File: src/rtl/cell_stim_gen.sv
// Stimulus sequencer and response checker for one NIN-input NAND-like cell.
// Drives a programmed vector stream and counts output transitions and mismatches.
module cell_stim_gen #(
  parameter int          NIN       = 3,
  parameter int          CNT_W     = 16,
  parameter logic [15:0] LFSR_SEED = 16'hACE1
) (
  input  logic             clk,
  input  logic             rst,
  input  logic             start,
  input  logic [1:0]       mode,
  input  logic [CNT_W-1:0] nvec,
  output logic [NIN-1:0]   in_vec,
  output logic             valid,
  output logic             busy,
  output logic             done,
  input  logic             qn_in,
  output logic [CNT_W-1:0] rise_cnt,
  output logic [CNT_W-1:0] fall_cnt,
  output logic [CNT_W-1:0] mism_cnt,
  output logic [1:0]       state_dbg
);

  // Handshake: start is a level request taken only on an edge where the FSM
  // sits in IDLE; busy marks a run in progress and done pulses once at its end.

  localparam int          PW   = (NIN > 1) ? $clog2(NIN) : 1;
  localparam logic [15:0] SEED = (LFSR_SEED == 16'h0000) ? 16'h0001 : LFSR_SEED;

  typedef enum logic [1:0] {
    S_IDLE = 2'd0,
    S_RUN  = 2'd1,
    S_FIN  = 2'd2
  } state_t;

  state_t           state;
  logic [1:0]       mode_q;
  logic [CNT_W-1:0] nvec_q;
  logic [CNT_W-1:0] idx;
  logic [15:0]      lfsr;
  logic [PW-1:0]    sw_pos;
  logic             hist;
  logic             qn_prev;

  logic [CNT_W-1:0] idx_nxt;
  logic [CNT_W-1:0] gray_nxt;
  logic [CNT_W:0]   idx_nxt_w;
  logic [15:0]      lfsr_nxt;
  logic [NIN-1:0]   vec_nxt;
  logic             more;
  logic             exp_qn;

  assign state_dbg = state;

  function automatic logic [CNT_W-1:0] sat_inc(input logic [CNT_W-1:0] v);
    return (&v) ? v : v + 1'b1;
  endfunction

  function automatic logic [NIN-1:0] first_vec(input logic [1:0] m);
    case (m)
      2'd2:    return SEED[NIN-1:0];
      2'd3:    return {NIN{1'b1}};
      default: return {NIN{1'b0}};
    endcase
  endfunction

  always_comb begin
    idx_nxt   = idx + 1'b1;
    idx_nxt_w = {1'b0, idx} + {{CNT_W{1'b0}}, 1'b1};
    more      = idx_nxt_w < {1'b0, nvec_q};
    gray_nxt  = idx_nxt ^ (idx_nxt >> 1);
    lfsr_nxt  = {1'b0, lfsr[15:1]} ^ (lfsr[0] ? 16'hB400 : 16'h0000);
    exp_qn    = ~&in_vec;
    vec_nxt   = {NIN{1'b1}};
    case (mode_q)
      2'd0: vec_nxt = idx_nxt[NIN-1:0];
      2'd1: vec_nxt = gray_nxt[NIN-1:0];
      2'd2: vec_nxt = lfsr_nxt[NIN-1:0];
      default: begin
        // Odd indices clear one bit; sw_pos walks the bit position mod NIN.
        if (idx_nxt[0]) vec_nxt[sw_pos] = 1'b0;
      end
    endcase
  end

  always_ff @(posedge clk) begin
    if (rst) begin
      state    <= S_IDLE;
      in_vec   <= '0;
      valid    <= 1'b0;
      busy     <= 1'b0;
      done     <= 1'b0;
      rise_cnt <= '0;
      fall_cnt <= '0;
      mism_cnt <= '0;
      mode_q   <= '0;
      nvec_q   <= '0;
      idx      <= '0;
      lfsr     <= '0;
      sw_pos   <= '0;
      hist     <= 1'b0;
      qn_prev  <= 1'b0;
    end else begin
      done <= 1'b0;
      case (state)
        S_IDLE: begin
          if (start) begin
            rise_cnt <= '0;
            fall_cnt <= '0;
            mism_cnt <= '0;
            mode_q   <= mode;
            nvec_q   <= nvec;
            idx      <= '0;
            lfsr     <= SEED;
            sw_pos   <= '0;
            hist     <= 1'b0;
            qn_prev  <= 1'b0;
            if (nvec != '0) begin
              in_vec <= first_vec(mode);
              valid  <= 1'b1;
              busy   <= 1'b1;
              state  <= S_RUN;
            end else begin
              done  <= 1'b1;
              state <= S_FIN;
            end
          end
        end
        S_RUN: begin
          if (qn_in != exp_qn) mism_cnt <= sat_inc(mism_cnt);
          if (hist) begin
            if (!qn_prev && qn_in) rise_cnt <= sat_inc(rise_cnt);
            if (qn_prev && !qn_in) fall_cnt <= sat_inc(fall_cnt);
          end
          qn_prev <= qn_in;
          hist    <= 1'b1;
          if (more) begin
            in_vec <= vec_nxt;
            idx    <= idx_nxt;
            lfsr   <= lfsr_nxt;
            if (idx_nxt[0])
              sw_pos <= (sw_pos == PW'(NIN - 1)) ? '0 : sw_pos + 1'b1;
          end else begin
            valid <= 1'b0;
            busy  <= 1'b0;
            done  <= 1'b1;
            state <= S_FIN;
          end
        end
        S_FIN:   state <= S_IDLE;
        default: state <= S_IDLE;
      endcase
    end
  end

endmodule

File: config.mk
export PLATFORM = sky130hd
export DESIGN_NAME = cell_stim_gen
export DESIGN_NICKNAME = d
export VERILOG_FILES = /design/src/rtl/cell_stim_gen.sv
export SDC_FILE = /design/constraint.sdc
export NUM_CORES = 1
export LEC_CHECK = 0
export BUFFER_PORTS_ARGS = -buffer_cell sky130_fd_sc_hd__buf_4
export CORE_ASPECT_RATIO = 1.2
export CORE_MARGIN = 5
export CORE_UTILIZATION = 60
export CTS_CLUSTER_DIAMETER = 100
export DETAILED_ROUTE_END_ITERATION = 7
export PLACE_DENSITY_LB_ADDON = 0.12
export SETUP_SLACK_MARGIN = 0.4
export SYNTH_ARGS = -nofsm -noshare
export SYNTH_HDL_FRONTEND = slang
export SYNTH_SLANG_ARGS = --single-unit
File: constraint.sdc
create_clock -name clk -period 6.95 [get_ports clk]
set_clock_uncertainty 0.05 [all_clocks]
set_input_delay 2.085 -clock clk [delete_from_list [all_inputs] [get_ports clk]]
set_output_delay 2.085 -clock clk [all_outputs]
set_load 0.1 [all_outputs]
==> impl_metrics.json <==
{
  "status": "finished clean",
  "cts_tree": "done",
  "cts_setup_buffers": 0,
  "drtIter0Drc": 278,
  "p_sw_share_pct": 31.2,
  "path_class": "flip-flop to flip-flop",
  "worstSetupEndpointType": "flip-flop",
  "crit_slowest_cell": "a31o_1",
  "core_area_sq_um": 9130,
  "critPathArrivalTime_ns": 4.94,
  "cp.buffers_inverters": 0,
  "final_util_pct": 70.4,
  "route.met3.wl_um": 736,
  "hold_viol": 0,
  "yosys-top-cells-area": "dfxtp_1, a21oi_1, xnor2_1",
  "grt_max_degree": 72,
  "ir_drop_v": 0.0000984,
  "yosysTopAreaCellShare_pct": 38.7,
  "pwr-share-clk_pct": 31.7,
  "min_delay_path_depth": 2,
  "wl_met2_mm": 6.83,
  "overflow": 0,
  "antenna_found_initial": 0,
  "area_growth_pct": 14.0,
  "worstPathMaxFanout": 37,
  "initial_core_util_pct": 61.8,
  "wl_met1_mm": 5.77,
  "ys_warn_count": 0,
  "setup-violations-final": 0,
  "hold_path.class": "flip-flop to flip-flop",
  "synthArstFlopShare_pct": 0,
  "drive_gt1_share_pct": 14.5,
  "dpl.cell_count": 850,
  "powerDensity_nw_per_um2": 212,
  "max-slew-margin-rel_pct": 14.4,
  "p_int_w": 0.000940,
  "synth_area_per_cell_sq_um": 8.11,
  "port_buffers": 77,
  "drtAntennaViolNets": 0,
  "syn_nets": 736,
  "syn_area_sq_um": 5640,
  "synthCells": 695,
  "hold_buffers": 0,
  "synthDistinctLibCells": 56,
  "maxCapViolCount": 0,
  "vias": 5174,
  "switchingPower_w": 0.000426,
  "dr.pass1.iters": 5,
  "top_layer": "met4",
  "hold_slack_ns": 0.412,
  "place.gp.congestion": 0.841,
  "p_comb_share_pct": 18.4,
  "seq_power_share_pct": 49.9,
  "wl_per_cell_um": 15.7,
  "clk_latency_ns": 0.38,
  "fillers": 756,
  "multi_input_area_sq_um": 3160,
  "seqCellArea_sq_um": 2180,
  "period_minus_slack_ns": 4.70,
  "cts.htree.levels": 3,
  "via_per_inst": 5.97,
  "synthFlopType": "dfxtp_1",
  "grt_pass1_wl_mm": 22.7,
  "cts.sinks": 109,
  "ys_top_cells_by_count": "dfxtp_1, nor2_1, nand2_1",
  "drv_slew": 0,
  "cts_resized": 0,
  "r2r-end": "lfsr[0]$_SDFFE_PP0P_",
  "finalNonFillerCells": 866,
  "crit_chain": "ha_1 -> nand3_2 -> or2_1 -> or3_4 -> xnor2_1 -> ha_1 -> nand3_1 -> or3_1 -> a211oi_1 -> a31o_1 -> nor3_1 -> a211oi_1",
  "pin_count": 78,
  "grt_pass1_vias": 4935,
  "synth_edf_count": 0,
  "fp-row-count": 38,
  "yosysTopAreaCell": "dfxtp_1",
  "grt_usage_pct": 23.9,
  "min_to": "nvec_q[2]$_SDFFE_PP0P_",
  "fin_nets": 782,
  "tightestPinTransition_ns": 1.28,
  "fmax_mhz": 213,
  "placed_area_sq_um": 6210,
  "r2r_start": "idx[0]$_SDFFE_PP0P_",
  "cp-start-kind": "flip-flop",
  "ff2ff_path_depth": 12,
  "die_w_um": 98.5,
  "totalWireLength_mm": 13.6,
  "ys_ff_latch": 109,
  "fin_tns_setup_ns": 0,
  "yosysMostFrequentCell": "dfxtp_1",
  "worstPathRequired_ns": 7.19,
  "remaining_drc_errors": 0,
  "critPathMaxStageDelay_ns": 1.03,
  "cts_buffers": 9,
  "r2r_setup_slack_ns": 2.25,
  "leakagePower_nw": 2.38,
  "synth-seq-area-share_pct": 38.7,
  "cts_root_buf": "clkbuf_8",
  "period_share_pct": 67.7,
  "die-area_sq_um": 11400,
  "num_antenna_cells": 0,
  "rsz0062_at_grt": "no",
  "dpl.hpwl_mm": 9.45,
  "die_h_um": 116,
  "clkSlewWorstSetupHoldPaths_ns": 0.10,
  "cp_top_family": "compound AO/OA/AOI/OAI gates",
  "worstHoldStart": "nvec_q[2]$_SDFFE_PP0P_",
  "clk_path_buf_depth": 2,
  "postLayoutCellArea_sq_um": 6430
}
==> layout make-up <==
cell class / count / share of cell area [%]
Clock buffer: 11 / 2.20
Clock inverter: 5 / 1.28
Inverter: 23 / 1.34
Multi-Input combinational cell: 514 / 49.1
Sequential cell: 109 / 33.9
Tap cell: 120 / 2.33
Timing Repair Buffer: 84 / 9.81
==> cell families (layout without fill, tap and decap cells) <==
logic type | Yosys count | count (layout) | synth area share (%)
multiplexers | 4 | 4 | 0.732
AND/OR/NAND/NOR | 280 | 280 | 24.3
buffers and inverters | 72 | 123 | 5.35
adder cells (fa/ha/maj) | 19 | 19 | 4.22
flip-flops | 109 | 109 | 38.7
XOR/XNOR | 58 | 58 | 9.01
AO/OA/AOI/OAI | 153 | 153 | 17.8
==> routing by layer <==
| metal | track usage [%] | vias up |
|---|---|---|
| met4 | 8.65 | 0 |
| met1 | 28.6 | 2458 |
| met5 | 0 | - |
| met2 | 42.9 | 136 |
| li1 | - | 2559 |
| met3 | 4.84 | 21 |
==> worst max-delay path by stage <==
stage	cells after the start	from	end
global placement	12	idx[0]$_SDFFE_PP0P_	idx[8]$_SDFFE_PP0P_
floorplan	6	start	mism_cnt[15]$_SDFFE_PP0P_
CTS	12	idx[0]$_SDFFE_PP0P_	lfsr[0]$_SDFFE_PP0P_
detailed placement	12	idx[0]$_SDFFE_PP0P_	lfsr[0]$_SDFFE_PP0P_
global route	12	idx[0]$_SDFFE_PP0P_	lfsr[13]$_SDFFE_PP0P_
finish	12	idx[0]$_SDFFE_PP0P_	lfsr[0]$_SDFFE_PP0P_
==> power by group through the flow <==
stage,Sequential (W),Combinational (W),Clock [W]
floorplan,0.000722,0.000158,0
global placement,0.000694,0.000241,0
detailed placement,0.000696,0.000248,0
CTS,0.000681,0.000249,0.000440
global route,0.000686,0.000273,0.000467
finish,0.000681,0.000251,0.000434
==> cell usage in the layout (no fill, tap or decap), drive strengths merged, types with 3 or more instances in the layout <==
master   count
xnor2       32
and2         5
a21oi       58
or3          5
nand2       66
buf         84
nand2b       7
or4          7
and4         3
mux2i        3
o2111ai      3
nor4         6
a31oi       13
nor2        73
inv         24
nand3b       4
and3        13
nand4       15
o21a         3
nand4b       3
nor2b        4
dfxtp      109
nor3        11
xor2        26
a211oi      20
a31o         3
clkbuf      11
a2111oi      3
a21boi       3
o211ai      27
o21ai        8
nand3       54
ha          19
==> registers in the layout, indices dropped and copies added (netlist names), 2 cells and up <==
register / cells
mode_q: 2
rise_cnt: 16
nvec_q: 16
fall_cnt: 16
lfsr: 16
sw_pos: 2
mism_cnt: 16
idx: 16
in_vec: 3
state_dbg: 2
==> stage by stage <==
step                total power [W]  setup slack (ns)
finish                      0.00137              2.25
global placement           0.000935              2.54
global route                0.00143              1.87
CTS                         0.00137              2.27
floorplan                  0.000880              3.42
detailed placement         0.000944              2.27
==> worst min-delay path, stage by stage (launching register included) <==
cell and delay [ns]:
dfxtp_1 0.32, nand2_1 0.05, a21oi_1 0.05
(Power assumes the default switching activity.)
